File: src/rtl/divisor_secuencial.sv
// Multi-cycle restoring divider: one trial subtraction per cycle, done pulse after WIDTH+1 cycles.
// Define DIVISOR_SIGNED_EN for two's-complement operands (truncating division); default is unsigned.
module divisor_secuencial #(
  parameter int WIDTH = 32,
  parameter int CNT_W = 6
) (
  input  logic             clk,
  input  logic             rst,
  input  logic             start,
  input  logic [WIDTH-1:0] dividendo,
  input  logic [WIDTH-1:0] divisor,
  output logic             busy,
  output logic             done,
  output logic [WIDTH-1:0] cociente,
  output logic [WIDTH-1:0] residuo,
  output logic             div_cero
);

  typedef enum logic [1:0] {
    S_IDLE,
    S_CALC,
    S_DONE
  } state_t;

  state_t state_q, state_d;

  logic [CNT_W-1:0] cnt_q;
  logic [WIDTH-1:0] r_q;
  logic [WIDTH-1:0] q_q;
  logic [WIDTH-1:0] dvs_q;
  logic             zero_q;
`ifdef DIVISOR_SIGNED_EN
  logic             sign_a_q;
  logic             neg_q_q;
`endif

  // The remainder never reaches the divisor, so WIDTH bits hold it; the shifted
  // value needs WIDTH+1 bits before the trial subtraction.
  logic [WIDTH:0] r_sh;
  logic [WIDTH:0] diff;

  assign r_sh = {r_q, q_q[WIDTH-1]};
  assign diff = r_sh - {1'b0, dvs_q};
  assign busy = (state_q == S_CALC);

  // NOTE: next-state gets its default first so no path leaves it unassigned (no latch).
  always_comb begin
    state_d = state_q;
    case (state_q)
      S_IDLE: if (start) state_d = (divisor == '0) ? S_DONE : S_CALC;
      S_CALC: if (cnt_q == CNT_W'(1)) state_d = S_DONE;
      S_DONE: state_d = S_IDLE;
      default: state_d = S_IDLE;
    endcase
  end

  // NOTE: all state uses non-blocking assignments so every register samples pre-edge values.
  always_ff @(posedge clk) begin
    if (rst) begin
      state_q  <= S_IDLE;
      cnt_q    <= '0;
      r_q      <= '0;
      q_q      <= '0;
      dvs_q    <= '0;
      zero_q   <= 1'b0;
      done     <= 1'b0;
      cociente <= '0;
      residuo  <= '0;
      div_cero <= 1'b0;
`ifdef DIVISOR_SIGNED_EN
      sign_a_q <= 1'b0;
      neg_q_q  <= 1'b0;
`endif
    end else begin
      state_q <= state_d;
      done    <= (state_q == S_DONE);
      case (state_q)
        S_IDLE: begin
          if (start) begin
            r_q      <= '0;
            cnt_q    <= CNT_W'(WIDTH);
            zero_q   <= (divisor == '0);
            div_cero <= 1'b0;
`ifdef DIVISOR_SIGNED_EN
            sign_a_q <= dividendo[WIDTH-1];
            neg_q_q  <= dividendo[WIDTH-1] ^ divisor[WIDTH-1];
            q_q      <= dividendo[WIDTH-1] ? -dividendo : dividendo;
            dvs_q    <= divisor[WIDTH-1] ? -divisor : divisor;
`else
            q_q      <= dividendo;
            dvs_q    <= divisor;
`endif
          end
        end
        S_CALC: begin
          // A negative trial result restores the shifted remainder.
          r_q   <= diff[WIDTH] ? r_sh[WIDTH-1:0] : diff[WIDTH-1:0];
          q_q   <= {q_q[WIDTH-2:0], ~diff[WIDTH]};
          cnt_q <= cnt_q - CNT_W'(1);
        end
        S_DONE: begin
`ifdef DIVISOR_SIGNED_EN
          // On divide by zero q_q still holds |dividend|; the stored sign recovers it.
          if (zero_q) begin
            cociente <= '1;
            residuo  <= sign_a_q ? -q_q : q_q;
            div_cero <= 1'b1;
          end else begin
            cociente <= neg_q_q ? -q_q : q_q;
            residuo  <= sign_a_q ? -r_q : r_q;
          end
`else
          if (zero_q) begin
            cociente <= '1;
            residuo  <= q_q;
            div_cero <= 1'b1;
          end else begin
            cociente <= q_q;
            residuo  <= r_q;
          end
`endif
        end
        default: ;
      endcase
    end
  end

endmodule

File: config.mk
export PLATFORM = sky130hd
export DESIGN_NAME = divisor_secuencial
export DESIGN_NICKNAME = d
export VERILOG_FILES = /design/src/rtl/divisor_secuencial.sv
export SDC_FILE = /design/constraint.sdc
export NUM_CORES = 1
export LEC_CHECK = 0
export CORE_ASPECT_RATIO = 0.9
export CORE_MARGIN = 2
export CORE_UTILIZATION = 33
export DETAILED_ROUTE_END_ITERATION = 6
export GPL_ROUTABILITY_DRIVEN = 0
export HOLD_SLACK_MARGIN = 0.1
export MAX_ROUTING_LAYER = met4
export SLEW_MARGIN = 5
export SYNTH_ARGS = -nofsm -noshare
export SYNTH_HDL_FRONTEND = slang
export SYNTH_SLANG_ARGS = --single-unit
File: constraint.sdc
create_clock -name clk -period 3.09 [get_ports clk]
set_clock_uncertainty 0.15 [all_clocks]
set_input_delay 0.618 -clock clk [delete_from_list [all_inputs] [get_ports clk]]
set_output_delay 0.618 -clock clk [all_outputs]
set_load 0.1 [all_outputs]
==> impl_metrics.tcl <==
set metrics [dict create \
    die_h_um 157 \
    grt_overflow 0 \
    synth.top_cells.by_count "dfxtp_1 (171), nand2_1 (146), a21oi_1 (111)" \
    n_antenna_cell 0 \
    cts_tree "yes" \
    p_total_mw 6.77 \
    ctsRootBufferMaster "clkbuf_16" \
    pre_cts_ws_ns -0.0331 \
    dieArea_um2 27400 \
    drv_slew 0 \
    synth_ff_type "dfxtp_1" \
    synth_cell_types 70 \
    fp.dieW_um 174 \
    numCtsBuffers 17 \
    reg2reg_slack_ns 0.10 \
    h-tree-depth 4 \
    worst_pin_slew_ns 0.805 \
    cp.required_ns 3.25 \
    clkSinkCount 171 \
    setup_ws_ns 0.103 \
    first_pass_iters 7 \
    vdd_drop_max_mv 0.373 \
    ant_nets 0 \
    whs_ns 0.250 \
    dr.first_iter.drc_count 550 \
    syn_nets 1176 \
    power_density_nw_per_um2 606 \
    startpoint "dvs_q[1]$_SDFFE_PP0P_" \
    arrival_ns 3.15 \
    io_pins 134 \
    rr_startpoint "dvs_q[1]$_SDFFE_PP0P_" \
    yosysWarnings 0 \
    clock_latency_ns 0.44 \
    cp-end-kind "register" \
    drive_gt1_frac 0.169 \
    totalWireLength_um 25500 \
    maxSlewHeadroom 0.462 \
    syn2layout_area_growth_pct 29.7 \
    grt_antenna_before_repair 0 \
    grtUsageTotal 0.190 \
    dp_hpwl_um 18600 \
    initial_core_util 0.333 \
    ys_seq_area_frac 0.397 \
    min_from "rst" \
    rsz0062_at_grt "yes" \
    cp-start-kind "register" \
    min_to "residuo[12]$_SDFFE_PP0P_" \
    grt_max_degree 98 \
    synthArstFlopShare 0 \
    postLayoutCellArea_um2 11200 \
    outcome "completed" \
    synth_top_cell_area_share 0.397 \
    yosysMostFrequentCell "dfxtp_1" \
    post_synth.cell_area_avg_um2 8.02 \
    avgViaCountPerCell 5.07 \
    fmaxAchievable_mhz 335 \
    yosys.area.top_type "dfxtp_1" \
    cap_violations 0 \
    synth_edf_count 0 \
    r2r_end "r_q[25]$_SDFFE_PP0P_" \
    grt_pass1_wl_um 40200 \
    placed_area_um2 10500 \
    min_path_cells 2 \
    drcViolationCount 0 \
    cts_hold_buffers 0 \
    p_leak_nw 4.35 \
    setup-violations-final 0 \
    rows 56 \
    r2r_cells 12 \
    worstSetupPathType "register to register" \
    wl_per_cell_um 16.1 \
    critPathMaxFanout 3 \
    synth_cells 1074 \
    worstHoldPathType "primary input to register" \
    cts_buffer_depth 2 \
    vias 8013 \
    min_period_over_period 0.967 \
    numPortBuffers 133 \
    fin_crit_ns 2.99 \
    netlist_top_cells_area "dfxtp_1 (40%), a21oi_1 (6.4%), nand2_1 (6.4%)" \
    clk_pin_slew_ns 0.07 \
    final_hold_viol_count 0 \
    final_nets 1320 \
    grt_pass1_vias 7404 \
    placeableCoreArea_um2 25900 \
    synth.ff_latch_count 171 \
    syn-cell-area_um2 8610 \
]
[timing repair]
item                       CTS  global route
resized for setup            2            15
setup endpoints to repair   16            33
pin swaps                    0             7
buffers inserted             0             3
[cell usage in the layout, fill, tap and decap left out, types with 36 or more instances in the layout]
cell type and n:
a211oi_1 36, dfxtp_1 170, nor2_1 106, inv_1 40, a21oi_1 111, clkdlybuf4s50_1 65
nor3_1 69, buf_4 133, nand2_1 146, mux2i_1 43
[layer usage]
| metal | track usage | vias to the layer above | part of all wire |
|---|---|---|---|
| li1 | - | 4086 | - |
| met3 | 0.0403 | 10 | 0.066 |
| met4 | 0.0288 | 0 | 0.0046 |
| met1 | 0.286 | 3694 | 0.52 |
| met5 | - | - | 0 |
| met2 | 0.262 | 223 | 0.40 |
[power by group]
part | leakage, nW | internal (mW) | switching, mW
clock | 0.297 | 1.18 | 1.04
sequential | 1.39 | 2.35 | 0.120
combinational | 2.66 | 0.767 | 1.30
[worst max-delay path, cell delays in order, from the launching register on]
cell and delay, ns:
dfxtp_1 0.33, inv_1 0.10, ha_1 0.28, nor2b_1 0.14, o2111ai_1 0.30, a21oi_2 0.13, o2111ai_2 0.26, a311oi_2 0.21
buf_4 0.18, or2_2 0.29, a41oi_1 0.24, xor2_1 0.18, o21ai_0 0.08
[registers in the layout, indices dropped and copies added (netlist names)]
| register | count |
|---|---|
| state_q | 2 |
| r_q | 32 |
| cociente | 32 |
| residuo | 32 |
| dvs_q | 32 |
| cnt_q | 6 |
| q_q | 32 |
| zero_q | 1 |
| done | 1 |
| div_cero | 1 |
[through the flow]
stage	cells	utilization	setup TNS (ns)
6_report	1579	0.432	0
5_1_grt	1579	0.432	-0.107
4_1_cts	1576	0.428	0
3_5_place_dp	1544	0.404	-0.229
3_3_place_gp	1544	0.404	0
2_1_floorplan	1074	-	0
[layout make-up]
cell class | instances | area [um2]
clock inverter | 14 | 163
sequential | 171 | 3420
clock buffer | 18 | 439
timing repair buffer | 203 | 1740
multi-input combinational | 785 | 4820
tap | 348 | 435
inverter | 40 | 150
fill | 2626 | 14700
[kinds of logic (layout without fill, tap and decap cells)]
| kind of cell | count (synthesis) | after routing | synth area share |
|---|---|---|---|
| simple gates | 387 | 387 | 0.198 |
| compound gates | 295 | 295 | 0.222 |
| flops | 171 | 171 | 0.397 |
| buf+inv | 118 | 275 | 0.0551 |
| mux | 46 | 46 | 0.0537 |
| fa+ha+maj | 35 | 35 | 0.0517 |
| xor+xnor | 22 | 22 | 0.0224 |
[how the worst max path moves through the flow]
stage	end	slack, ns	cells past startpoint
after floorplan	q_q[0]$_SDFFE_PP0P_	0.14	15
after global placement	r_q[28]$_SDFFE_PP0P_	0.009	13
after detailed placement	r_q[19]$_SDFFE_PP0P_	-0.03	13
after CTS	r_q[13]$_SDFFE_PP0P_	0.01	11
after global routing	r_q[13]$_SDFFE_PP0P_	-0.03	13
final	r_q[25]$_SDFFE_PP0P_	0.10	12
Power figures use the tool's default switching activity.
